File: config.mk
export PLATFORM = sky130hd
export DESIGN_NAME = hazard_ctrl_flat
export DESIGN_NICKNAME = d
export VERILOG_FILES = /design/src/rtl/hazard_ctrl_if.sv /design/src/rtl/hazard_ctrl.sv /design/src/flat_wrapper.sv
export SDC_FILE = /design/constraint.sdc
export NUM_CORES = 1
export LEC_CHECK = 0
export ABC_AREA = 1
export CAP_MARGIN = 10
export CORE_UTILIZATION = 55
export CTS_CLUSTER_SIZE = 30
export DETAILED_ROUTE_END_ITERATION = 10
export PLACE_DENSITY = 0.83
export REMOVE_ABC_BUFFERS = 1
export SLEW_MARGIN = 40
export SYNTH_ARGS = -nofsm -noshare
export SYNTH_HDL_FRONTEND = slang
export SYNTH_SLANG_ARGS = --single-unit
File: constraint.sdc
create_clock -name clk -period 4.25 [get_ports clk]
set_clock_uncertainty 0.05 [all_clocks]
set_input_delay 0.85 -clock clk [delete_from_list [all_inputs] [get_ports clk]]
set_output_delay 0.85 -clock clk [all_outputs]
set_load 0.02 [all_outputs]
File: src/rtl/hazard_ctrl_if.sv
// Decode/memory-side handshake bundle for hazard_ctrl: decoded operand info
// in, interlock/bypass controls out.
interface hazard_ctrl_if #(
    parameter int REG_ADDR_W = 5,
    parameter int NUM_BYP    = 3,
    parameter int SEL_W      = $clog2(NUM_BYP + 1)
);
    logic                  dec_valid;
    logic [REG_ADDR_W-1:0] dec_ra_addr;
    logic [REG_ADDR_W-1:0] dec_rb_addr;
    logic                  dec_ra_used;
    logic                  dec_rb_used;
    logic [REG_ADDR_W-1:0] dec_rc_addr;
    logic                  dec_we;
    logic                  dec_is_load;
    logic                  dec_branch_taken;
    logic                  mem_op;
    logic                  mem_ready;
    logic                  stall;
    logic                  bubble;
    logic                  flush;
    logic                  freeze;
    logic [SEL_W-1:0]      ra_sel;
    logic [SEL_W-1:0]      rb_sel;

    modport master (
        output dec_valid, dec_ra_addr, dec_rb_addr, dec_ra_used, dec_rb_used,
               dec_rc_addr, dec_we, dec_is_load, dec_branch_taken, mem_op, mem_ready,
        input  stall, bubble, flush, freeze, ra_sel, rb_sel
    );

    modport slave (
        input  dec_valid, dec_ra_addr, dec_rb_addr, dec_ra_used, dec_rb_used,
               dec_rc_addr, dec_we, dec_is_load, dec_branch_taken, mem_op, mem_ready,
        output stall, bubble, flush, freeze, ra_sel, rb_sel
    );
endinterface

File: src/rtl/hazard_ctrl.sv
// Beta pipeline interlock/bypass controller: scoreboard of in-flight writers,
// per-operand bypass select, load-use stall and memory-wait freeze.
// Optional HAZARD_PERF_EN adds saturating stall/freeze event counters.
module hazard_ctrl_opmatch #(
    parameter int REG_ADDR_W = 5,
    parameter int NUM_BYP    = 3,
    parameter int LD_STAGE   = 2,
    parameter int SEL_W      = $clog2(NUM_BYP + 1)
) (
    input  logic                               en,
    input  logic [REG_ADDR_W-1:0]              src,
    input  logic [NUM_BYP-1:0]                 sb_live,
    input  logic [NUM_BYP-1:0][REG_ADDR_W-1:0] sb_rc,
    input  logic [NUM_BYP-1:0]                 sb_ld,
    output logic [SEL_W-1:0]                   sel,
    output logic                               hazard
);
    localparam logic [REG_ADDR_W-1:0] ZERO_REG = '1;

    // Scan oldest to youngest so the youngest matching writer wins.
    always_comb begin
        sel    = '0;
        hazard = 1'b0;
        if (en && src != ZERO_REG) begin
            for (int i = NUM_BYP - 1; i >= 0; i--) begin
                if (sb_live[i] && sb_rc[i] == src) begin
                    hazard = sb_ld[i] && (i < LD_STAGE);
                    sel    = (sb_ld[i] && (i < LD_STAGE)) ? '0 : SEL_W'(i + 1);
                end
            end
        end
    end
endmodule

module hazard_ctrl #(
    parameter int REG_ADDR_W = 5,
    parameter int NUM_BYP    = 3,
    parameter int LD_STAGE   = 2,
    parameter int SEL_W      = $clog2(NUM_BYP + 1)
) (
    input logic          clk,
    input logic          rst,
    hazard_ctrl_if.slave bus
`ifdef HAZARD_PERF_EN
    ,
    output logic [31:0]  stall_cnt,
    output logic [31:0]  freeze_cnt
`endif
);
    typedef struct packed {
        logic                  valid;
        logic                  we;
        logic [REG_ADDR_W-1:0] rc;
        logic                  is_load;
    } sb_entry_t;

    sb_entry_t [NUM_BYP-1:0]                 sb;
    logic      [NUM_BYP-1:0]                 sb_live;
    logic      [NUM_BYP-1:0][REG_ADDR_W-1:0] sb_rc;
    logic      [NUM_BYP-1:0]                 sb_ld;

    logic      [1:0][REG_ADDR_W-1:0]         src_addr;
    logic      [1:0]                         src_en;
    logic      [1:0][SEL_W-1:0]              src_sel;
    logic      [1:0]                         src_haz;
    logic                                    stall;
    logic                                    freeze;

    for (genvar g = 0; g < NUM_BYP; g++) begin : g_sb
        assign sb_live[g] = sb[g].valid & sb[g].we;
        assign sb_rc[g]   = sb[g].rc;
        assign sb_ld[g]   = sb[g].is_load;
    end

    assign src_addr = {bus.dec_rb_addr, bus.dec_ra_addr};
    assign src_en   = {bus.dec_rb_used & bus.dec_valid, bus.dec_ra_used & bus.dec_valid};

    for (genvar g = 0; g < 2; g++) begin : g_op
        hazard_ctrl_opmatch #(
            .REG_ADDR_W (REG_ADDR_W),
            .NUM_BYP    (NUM_BYP),
            .LD_STAGE   (LD_STAGE),
            .SEL_W      (SEL_W)
        ) u_match (
            .en      (src_en[g]),
            .src     (src_addr[g]),
            .sb_live (sb_live),
            .sb_rc   (sb_rc),
            .sb_ld   (sb_ld),
            .sel     (src_sel[g]),
            .hazard  (src_haz[g])
        );
    end

    assign freeze     = bus.mem_op & ~bus.mem_ready;
    assign stall      = (|src_haz) & ~freeze;
    assign bus.freeze = freeze;
    assign bus.stall  = stall;
    assign bus.bubble = stall;
    assign bus.flush  = bus.dec_branch_taken & bus.dec_valid & ~stall & ~freeze;
    assign bus.ra_sel = src_sel[0];
    assign bus.rb_sel = src_sel[1];

    // A stalled decode leaves a bubble in entry 0 while older entries advance.
    always_ff @(posedge clk or negedge rst) begin
        if (!rst) begin
            sb <= '0;
        end else if (!freeze) begin
            for (int i = 1; i < NUM_BYP; i++) sb[i] <= sb[i-1];
            if (stall || !bus.dec_valid)
                sb[0] <= '0;
            else
                sb[0] <= '{valid: 1'b1, we: bus.dec_we, rc: bus.dec_rc_addr,
                           is_load: bus.dec_is_load};
        end
    end

`ifdef HAZARD_PERF_EN
    always_ff @(posedge clk or negedge rst) begin
        if (!rst) begin
            stall_cnt  <= '0;
            freeze_cnt <= '0;
        end else begin
            if (stall && stall_cnt != '1)    stall_cnt  <= stall_cnt + 32'd1;
            if (freeze && freeze_cnt != '1)  freeze_cnt <= freeze_cnt + 32'd1;
        end
    end
`endif
endmodule

File: src/flat_wrapper.sv
// flat-port wrapper written by rule: the top's interface ports become plain ports
module hazard_ctrl_flat 
#(
    parameter int REG_ADDR_W = 5,
    parameter int NUM_BYP    = 3,
    parameter int LD_STAGE   = 2,
    parameter int SEL_W      = $clog2(NUM_BYP + 1)
)
  (clk, rst, bus_dec_valid, bus_dec_ra_addr, bus_dec_rb_addr, bus_dec_ra_used, bus_dec_rb_used, bus_dec_rc_addr, bus_dec_we, bus_dec_is_load, bus_dec_branch_taken, bus_mem_op, bus_mem_ready, bus_stall, bus_bubble, bus_flush, bus_freeze, bus_ra_sel, bus_rb_sel);
  hazard_ctrl_if #(.REG_ADDR_W(REG_ADDR_W), .NUM_BYP(NUM_BYP), .SEL_W(SEL_W)) bus_i ();
  input logic clk;
  input logic rst;
  input wire logic [$bits(bus_i.dec_valid)-1:0] bus_dec_valid;
  input wire logic [$bits(bus_i.dec_ra_addr)-1:0] bus_dec_ra_addr;
  input wire logic [$bits(bus_i.dec_rb_addr)-1:0] bus_dec_rb_addr;
  input wire logic [$bits(bus_i.dec_ra_used)-1:0] bus_dec_ra_used;
  input wire logic [$bits(bus_i.dec_rb_used)-1:0] bus_dec_rb_used;
  input wire logic [$bits(bus_i.dec_rc_addr)-1:0] bus_dec_rc_addr;
  input wire logic [$bits(bus_i.dec_we)-1:0] bus_dec_we;
  input wire logic [$bits(bus_i.dec_is_load)-1:0] bus_dec_is_load;
  input wire logic [$bits(bus_i.dec_branch_taken)-1:0] bus_dec_branch_taken;
  input wire logic [$bits(bus_i.mem_op)-1:0] bus_mem_op;
  input wire logic [$bits(bus_i.mem_ready)-1:0] bus_mem_ready;
  output wire logic [$bits(bus_i.stall)-1:0] bus_stall;
  output wire logic [$bits(bus_i.bubble)-1:0] bus_bubble;
  output wire logic [$bits(bus_i.flush)-1:0] bus_flush;
  output wire logic [$bits(bus_i.freeze)-1:0] bus_freeze;
  output wire logic [$bits(bus_i.ra_sel)-1:0] bus_ra_sel;
  output wire logic [$bits(bus_i.rb_sel)-1:0] bus_rb_sel;
  assign bus_i.dec_valid = bus_dec_valid;
  assign bus_i.dec_ra_addr = bus_dec_ra_addr;
  assign bus_i.dec_rb_addr = bus_dec_rb_addr;
  assign bus_i.dec_ra_used = bus_dec_ra_used;
  assign bus_i.dec_rb_used = bus_dec_rb_used;
  assign bus_i.dec_rc_addr = bus_dec_rc_addr;
  assign bus_i.dec_we = bus_dec_we;
  assign bus_i.dec_is_load = bus_dec_is_load;
  assign bus_i.dec_branch_taken = bus_dec_branch_taken;
  assign bus_i.mem_op = bus_mem_op;
  assign bus_i.mem_ready = bus_mem_ready;
  assign bus_stall = bus_i.stall;
  assign bus_bubble = bus_i.bubble;
  assign bus_flush = bus_i.flush;
  assign bus_freeze = bus_i.freeze;
  assign bus_ra_sel = bus_i.ra_sel;
  assign bus_rb_sel = bus_i.rb_sel;
  hazard_ctrl #(.REG_ADDR_W(REG_ADDR_W), .NUM_BYP(NUM_BYP), .LD_STAGE(LD_STAGE), .SEL_W(SEL_W)) u_core (.clk(clk), .rst(rst), .bus(bus_i));
endmodule
==> results of run 1 <==
[cells by family after synthesis]
logic type | after synthesis | synth area share (%)
compound gates | 29 | 9.70
xor+xnor | 7 | 3.77
buf+inv | 37 | 8.78
flops | 23 | 35.4
simple gates | 142 | 42.3
[through the flow]
stage,cells,utilization (%),hold slack (ps),cell area (µm²),setup slack (ps)
finish,302,71.8,433,2000,335
global route,302,71.8,446,2000,166
CTS,302,71.8,438,2000,335
detailed placement,298,70.8,437,1970,346
global placement,298,70.9,420,1970,349
floorplan,234,-,399,1610,1170
[layout make-up]
type | count | share of cell area, %
inverter | 33 | 6.20
timing repair buffer | 33 | 16.2
tap | 31 | 1.94
clock buffer | 3 | 1.13
sequential | 23 | 28.8
multi-input combinational | 178 | 45.4
clock inverter | 1 | 0.376
[worst register-to-register path: cells and delay by family (launching register included)]
kind	cells	cell delay, ps
DFF	1	450
and+or+nand+nor	9	850
buffers and inverters	1	110
[report_power, final]
part | switching [mW] | leakage (nW) | total [mW] | internal [mW]
combinational | 0.0730 | 0.629 | 0.127 | 0.0536
clock | 0.0686 | 0.0139 | 0.105 | 0.0360
sequential | 0.0237 | 0.297 | 0.262 | 0.239
total | 0.165 | 0.939 | 0.493 | 0.328
[layout by cell type, fill, tap and decap left out, drive strengths merged]
cell type / instances
inv: 33
o2111ai: 1
nor3: 4
nand2b: 1
clkinvlp: 1
nor2: 27
o21ai: 18
clkdlybuf4s50: 31
nand3b: 1
o22ai: 1
nand2: 86
dfrtp: 23
nand4: 10
a21oi: 9
clkbuf: 3
xor2: 7
buf: 2
nand3: 13
[worst paths after layout]
check | startpoint | end | slack (ps) | cells after the start
worst min-delay path | rst | u_core.sb[21] | 430 | 1
min in group clk | u_core.sb[22] | u_core.sb[22] | 460 | 2
worst max register to register | u_core.sb[13] | u_core.sb[1] | 2690 | 10
worst min register to register | u_core.sb[22] | u_core.sb[22] | 460 | 2
max in group asynchronous | rst | u_core.sb[8] | 3350 | 1
worst max-delay path | bus_dec_ra_addr[3] | bus_stall | 330 | 10
[layer usage]
layer | up-vias | routed length, µm | share of wire, %
met5 | - | 0 | 0
met4 | 0 | 42 | 1.1
met3 | 5 | 258 | 6.7
met2 | 59 | 1830 | 47
met1 | 717 | 1740 | 45
li1 | 818 | - | -
[Yosys cell counts, types with 2 or more instances]
cell type	instances	area, µm²
sky130_fd_sc_hd__nand3_2	3	30.0
sky130_fd_sc_hd__a21oi_1	8	40.0
sky130_fd_sc_hd__inv_2	8	30.0
sky130_fd_sc_hd__nor3_1	3	15.0
sky130_fd_sc_hd__clkbuf_1	3	11.3
sky130_fd_sc_hd__nand2_2	5	31.3
sky130_fd_sc_hd__o21ai_0	15	75.1
sky130_fd_sc_hd__xor2_1	7	61.3
sky130_fd_sc_hd__nor2_2	8	50.1
sky130_fd_sc_hd__nand4_1	10	62.6
sky130_fd_sc_hd__o21ai_1	2	10.0
sky130_fd_sc_hd__inv_1	25	93.8
sky130_fd_sc_hd__dfrtp_1	23	576
sky130_fd_sc_hd__nand2_1	81	304
sky130_fd_sc_hd__nor2_4	5	56.3
sky130_fd_sc_hd__nor2_1	14	52.6
sky130_fd_sc_hd__nand3_1	9	45.0
==> out/summary.md, run 1 <==
The number of buffers and inverters on the critical path is 3. TritonCTS built the clock tree. The signal on the critical path passes through clkdlybuf4s50_1, inv_2, a21oi_1, nand2_1, nor2_1, nand3_2, nor2_2, nor2_4, a21oi_1, clkdlybuf4s50_1. The floorplan die width came out at 56.4 µm.

Total track usage: 26.7%. Setup violations remaining at the end of the flow were counted as 0. The largest registers in the layout are u_core.sb x23. The run gives 320 ps as the insertion delay of the later-clocked pin in the worst-skew pair. The detail-routed via count per cell was 5.29.

The area added between synthesis and finish was 22.9%. The met1 demand-to-capacity share in global routing is 36.0%. Counting flops per register, the top entry is u_core.sb.

The tools report the overall routed net length as 3.88 mm. Die area: 3180 µm². The flop and latch count out of synthesis was 23. The run gives 37 as the largest net degree at the start of global routing. The capturing element type of the critical path is an output pin. For the met2 track utilization from global routing, the log shows 45.9%. Synthesis handed over a netlist of 238 instances. Buffers placed on the I/O ports in this run total 32.

The final weighted congestion in routability-driven placement is 0.937. Dividing the detail-routed wire length by the instance count gives 12.8 µm. The run gives 1630 µm² as the synthesized cell area. At the worst endpoint, the arrival time is 3020 ps. The layer carrying the most global-route usage was met2. The flip-flop count of the largest register after layout came out at 23. The first global-routing pass estimated 6.58 mm of wire.

The buffer levels on the longest clock path is 2, and the maximum level of the CTS H-tree is 1. The routed layout has 1,599 vias. The cell class contributing the biggest share of worst-path delay is buffers and inverters. In this design, the stage delay of the slowest critical-path cell is 630 ps. The share of final-layout standard cells stronger than drive strength 1 is 14.4%, and the clock-pin slew on the worst setup and hold paths is 130 ps. The run finished with clean final reports. The die is 56.4 µm tall. The number of DRC markers in iteration 0 came out at 88.

For this run the aggregate overflow at the end of global routing stands at 0. Setup repair after global routing left no endpoint under its margin. The final period demand of the worst path is 3920 ps, and the synthesized area per cell is 6.83 µm². Worst setup path category: input pin to output pin.

The maximum resistive drop on vdd was 0.278 mV. The number of enable-type register cells in the synthesized netlist came out at 0. The slew at the pin with the worst max-slew slack is 533 ps, and the setup total negative slack is 0 ps. The run gives 247 as the final-layout fill cell count. The tools report the static power due to leakage as 0.939 nW. The number of pins with negative max-slew slack in the final report is 0.

The worst setup path is launched from an input pin. The post-synthesis sequential area ratio is 35.4%, and the number of I/O pins is 33. Registers take 576 µm².

The antenna violation net count after detailed routing was 0; the number of optimization iterations in the first detailed-route pass was 4. CTS saw 23 sinks. The type of the most critical hold path is input pin to asynchronous set/reset pin. The via count of the first global-routing pass was 1,476; the number of antenna violations at the first check in global routing was 0.

The slowest stage of the critical path belongs to the cell sky130_fd_sc_hd__clkdlybuf4s50_1. The hold violation total from the final report was 0; the total DRC errors in the routed layout was 0. The tools report the clock root buffer master as sky130_fd_sc_hd__clkbuf_4.

The tools report the number of CTS-inserted buffers as 3. The repair_antennas step left the layout with diodes totalling 0. The total area inside the core boundary comes to 2780 µm². In the final layout, the multi-input gates occupy 907 µm². The initialized floorplan defines 19 standard-cell rows. Buffers added to address setup during post-CTS repair amount to 0. The placed wire-length estimate is 3.13 mm. Dividing total power by cell area gives a power density of 247 nW/µm². Buffers inserted to repair hold after CTS numbered 0. The max capacitance violation total was 0. After the last flow step, the layout net total stands at 297.

STA puts the critical path data required time at 3350 ps. The part of the cycle the worst path needs was 92.1%. Headroom to the max-slew limit came out at 64.5%. The Yosys warning count came out at 0. The number of distinct library cells after synthesis is 26.

The timing-limited maximum frequency was 255 MHz. The run gives 0 as the post-CTS resize count. Global routing used 2.76% of the available met3 tracks. The initial core utilization is 58.4%. The async set-reset flop share out of synthesis works out to 100%. After layout, the design draws a total of 0.493 mW. The maximum fanout along the worst path came out at 9. For this run, the leading register cell type out of synthesis is sky130_fd_sc_hd__dfrtp_1.
Power figures use the tool's default switching activity.
==> run 2, diff against run 1 <==
- ABC_AREA: 1 -> 0
- CORE_UTILIZATION: 55 -> 53
- GPL_TIMING_DRIVEN: unset -> 0
- PLACE_DENSITY: 0.83 -> 0.82
==> run 2 against run 1 <==
  * Via count is 14% lower
  * Critical path depth down 3
  * First-iteration DRC count shrank 59%
  * Sequential power about the same
  * Critical endpoint is now bus_ra_sel[1]
  * Highest routed layer unchanged
==> out/summary.md, run 2 <==
The sum of buffers and inverters on the critical path is 2 (was 3), and the number of distinct library cells after synthesis is 31 (was 26). The placed instance count is 233 (was 298). Biggest registers after layout: u_core.sb x23 (unchanged).

The logs give 3.74 mm (was 3.88 mm) for the overall routed net length and 27.7% (was 26.7%) for the total track usage. The die span in y was 54.4 µm (was 56.4 µm). The cell class contributing the biggest share of worst-path delay was buffers and inverters (unchanged). The logs give 2540 µm² (was 2780 µm²) for the floorplan core area and 0 (unchanged) for the number of inserted diodes. The run gives 320 ps (about the same) as the insertion delay of the later-clocked pin in the worst-skew pair. The part of the power in combinational logic was 23.5% (was 25.6%); the slew at the pin with the worst max-slew slack was 706 ps (was 533 ps).

The data arrival time at the worst-slack endpoint came out at 3160 ps (was 3020 ps). Antenna violation net count after detailed routing: 0 (unchanged). First-pass GRT wire length: 5.65 mm (was 6.58 mm). Most numerous cell types in the synthesized netlist: sky130_fd_sc_hd__nand2_1, sky130_fd_sc_hd__dfrtp_1, sky130_fd_sc_hd__xnor2_1 (was sky130_fd_sc_hd__nand2_1, sky130_fd_sc_hd__inv_1, sky130_fd_sc_hd__dfrtp_1). The most common library cell in the layout ignoring fill and taps was sky130_fd_sc_hd__nand2_1 (unchanged). The number of port buffers was 32 (unchanged); the average detailed-routed wire length per instance was 15.8 µm (was 12.8 µm). The number of optimization iterations in the first detailed-route pass was 4 (unchanged). The fraction of power spent switching nets came out at 31.8% (was 33.5%). The run finished with clean final reports.

Sequence of cells on the critical path: clkdlybuf4s50_1, xnor2_1, nand4_1, nor3_1, mux2_2, nor2_1, clkdlybuf4s50_1 (was clkdlybuf4s50_1, inv_2, a21oi_1, nand2_1, nor2_1, nand3_2, nor2_2, nor2_4, a21oi_1, clkdlybuf4s50_1). The timing-limited maximum frequency came out at 246 MHz (was 255 MHz). The number of CTS-inserted buffers is 3 (unchanged). The initial core utilization was 57.2% (was 58.4%); the post-CTS setup buffer count was 0 (unchanged).

The number of enable-type register cells in the synthesized netlist came out at 0 (unchanged). For the Yosys warning count, the log shows 0 (unchanged). The register with the highest flop count was u_core.sb (unchanged). The final period demand of the worst path was 4060 ps (was 3920 ps); the number of buffers added to fix hold violations after cts was 0 (unchanged).

The run gives 0.767 nW (was 0.939 nW) as the static power due to leakage. The floorplan die width is 54.4 µm (was 56.4 µm), and the via count of the routed design is 1,373 (was 1,599). For the final weighted congestion in routability-driven placement, the log shows 0.899 (was 0.937). The number of I/O pins is 33 (unchanged). The maximum fanout along the worst path was 4 (was 9); the via count of the first global-routing pass was 1,165 (was 1,476). The critical path data required time was 3350 ps (about the same); the peak per-stage delay on the critical path was 620 ps (was 630 ps). Setup repair after global routing left no endpoint under its margin. The die area was 2960 µm² (was 3180 µm²); the max capacitance violation total was 0 (unchanged). The tools report the number of pins with negative max-slew slack in the final report as 0 (unchanged).

The async set-reset flop share out of synthesis is 100% (unchanged), and the buffer levels on the longest clock path is 2 (unchanged). The largest net degree at the start of global routing came out at 27 (was 37). The maximum level of the CTS H-tree is 1 (unchanged), and the maximum resistive drop on vdd is 0.201 mV (was 0.278 mV). The clock-pin slew on the worst setup and hold paths was 150 ps (was 130 ps). For the count of placed standard cells in the final layout, fillers left out, the log shows 237 (was 302).

The area added between synthesis and finish was 24.8% (was 22.9%); the flop and latch count out of synthesis was 23 (unchanged). The run gives 2.79 mm (was 3.13 mm) as the placed wire-length estimate. The synthesized area per cell was 8.17 µm² (was 6.83 µm²). Most used cells in the layout excluding fill and tap cells: sky130_fd_sc_hd__nand2_1, sky130_fd_sc_hd__clkdlybuf4s50_1, sky130_fd_sc_hd__dfrtp_1 (was sky130_fd_sc_hd__nand2_1, sky130_fd_sc_hd__clkdlybuf4s50_1, sky130_fd_sc_hd__inv_1). The tools report the final-layout fill cell count as 218 (was 247). The number of placement rows was 18 (was 19); the hold violation total from the final report was 0 (unchanged). The run gives 0.331 mW (was 0.328 mW) as the cell-internal power. Synth top area cells: sky130_fd_sc_hd__dfrtp_1, sky130_fd_sc_hd__nand2_1, sky130_fd_sc_hd__xnor2_1 (was sky130_fd_sc_hd__dfrtp_1, sky130_fd_sc_hd__nand2_1, sky130_fd_sc_hd__inv_1). The share of final-layout standard cells stronger than drive strength 1 was 5.31% (was 14.4%); the net switching component of the power was 0.154 mW (was 0.165 mW).

The total DRC errors in the routed layout was 0 (unchanged); the flip-flop count of the largest register after layout was 23 (unchanged). The overall overflow remaining after global route was 0 (unchanged); the part of the cycle the worst path needs was 95.5% (was 92.1%). The type of origin of the critical path is an input pin (unchanged). The tools report the TritonCTS sink count as 23 (unchanged).

The run gives 0 (unchanged) as the total setup violations reported at the end of the flow. Type of the most critical hold path: input pin to asynchronous set/reset pin (unchanged). For the post-route cell area, the log shows 1820 µm² (was 2000 µm²). Clock root buffer master: sky130_fd_sc_hd__clkbuf_4 (unchanged). The tools report the sequential group share of total power as 54.3% (was 53.2%). TritonCTS built the clock tree. The ratio of total power to cell area was 267 nW/µm² (was 247 nW/µm²). The gate count of the mapped netlist was 178 (was 238). The library cell with the highest instance count after synthesis was sky130_fd_sc_hd__nand2_1 (unchanged). The post-synthesis sequential area ratio is 39.6% (was 35.4%).

The synthesized cell area is 1460 µm² (was 1630 µm²). The normalized max-slew margin was 52.9% (was 64.5%); the number of antenna violations at the first check in global routing was 0 (unchanged). Relative contribution of the clock network to total power: 22.2% (was 21.2%). The worst setup path category was input pin to output pin (unchanged). The main flop type after synthesis was sky130_fd_sc_hd__dfrtp_1 (unchanged). The tools report the number of DRC markers in iteration 0 as 36 (was 88).

The cell with the most instances on the worst path is sky130_fd_sc_hd__clkdlybuf4s50_1. Area share of the leading cell type in the synthesized netlist: 39.6% (was 35.4%). The tools report the placed standard-cell area as 1780 µm² (was 1970 µm²).

Capturing element type of the critical path: an output pin (unchanged). The detail-routed via count per cell is 5.79 (was 5.29). The tools report the final layout net count as 233 (was 297).

The post-synthesis cell type with the largest combined area is sky130_fd_sc_hd__dfrtp_1 (unchanged). The master of the slowest instance on the critical path is sky130_fd_sc_hd__clkdlybuf4s50_1 (unchanged).
-- run 2: cell types whose count changed in the layout (fill, tap and decap cells not counted), sizes merged, moves of 4 or more --
cell,before,now
xnor2,0,22
nand4,10,5
o21ai,18,2
dlygate4sd2,0,4
inv,33,3
a21oi,9,1
clkdlybuf4s50,31,26
o31ai,0,7
nor2,27,7
nand2,86,56
-- run 2: cell families after synthesis --
| family | synth area share, % |
|---|---|
| AND/OR/NAND/NOR | 29.3 |
| XOR/XNOR | 18.1 |
| flip-flops | 39.6 |
| AO/OA/AOI/OAI | 9.46 |
| buffers and inverters | 2.84 |
| multiplexers | 0.774 |
-- run 2: cell type report --
| cell class | instances | area [µm²] | share of cell area, % |
|---|---|---|---|
| clock buffers | 3 | 22.5 | 1.24 |
| multi-input cells | 145 | 850 | 46.8 |
| clock inverters | 1 | 7.51 | 0.413 |
| well taps | 30 | 37.5 | 2.07 |
| inverters | 3 | 11.3 | 0.620 |
| repair buffers | 32 | 313 | 17.2 |
| flip-flops and latches | 23 | 576 | 31.7 |
-- run 2: power by group through the flow --
stage	combinational, mW	clock, mW	sequential (mW)
after floorplan	0.0654	0	0.260
after global placement	0.110	0	0.266
after detailed placement	0.114	0	0.267
after CTS	0.114	0.109	0.263
after global routing	0.126	0.122	0.266
final	0.114	0.108	0.263
-- run 2: final timing paths --
path	start	end	slack, ps	cells after the start
worst max register to register	u_core.sb[9]	u_core.sb[0]	2250	5
worst max-delay path	bus_dec_ra_addr[0]	bus_ra_sel[1]	190	7
min in group clk	u_core.sb[23]	u_core.sb[23]	440	2
max in group asynchronous	rst	u_core.sb[0]	3340	1
worst min register to register	u_core.sb[23]	u_core.sb[23]	440	2
worst min-delay path	rst	u_core.sb[15]	430	1
-- run 2: through the flow --
| step | setup TNS, ps | power, mW | utilization [%] | hold WS (ps) | worst slack, ps |
|---|---|---|---|---|---|
| floorplan | 0 | 0.326 | - | 389 | 1120 |
| global placement | -104 | 0.375 | 70.1 | 400 | -52.5 |
| detailed placement | -259 | 0.381 | 69.9 | 408 | -132 |
| CTS | 0 | 0.486 | 71.2 | 440 | 58.6 |
| global route | 0 | 0.513 | 71.4 | 456 | 96.8 |
| finish | 0 | 0.485 | 71.4 | 434 | 191 |
-- run 2: per-layer routing --
metal  GRT usage [%]  vias to the layer above  wire [µm]
li1                -                      664          -
met1            38.3                      669       1680
met2            45.5                       36       1870
met3            3.61                        4        153
met4            6.84                        0         35
met5               0                        -          0
-- run 2: repair_timing --
| item | CTS | global route |
|---|---|---|
| pin swaps | 0 | 0 |
| gates resized for setup | 5 | 2 |
| setup endpoints to repair | 2 | 1 |
| gates cloned | 0 | 0 |
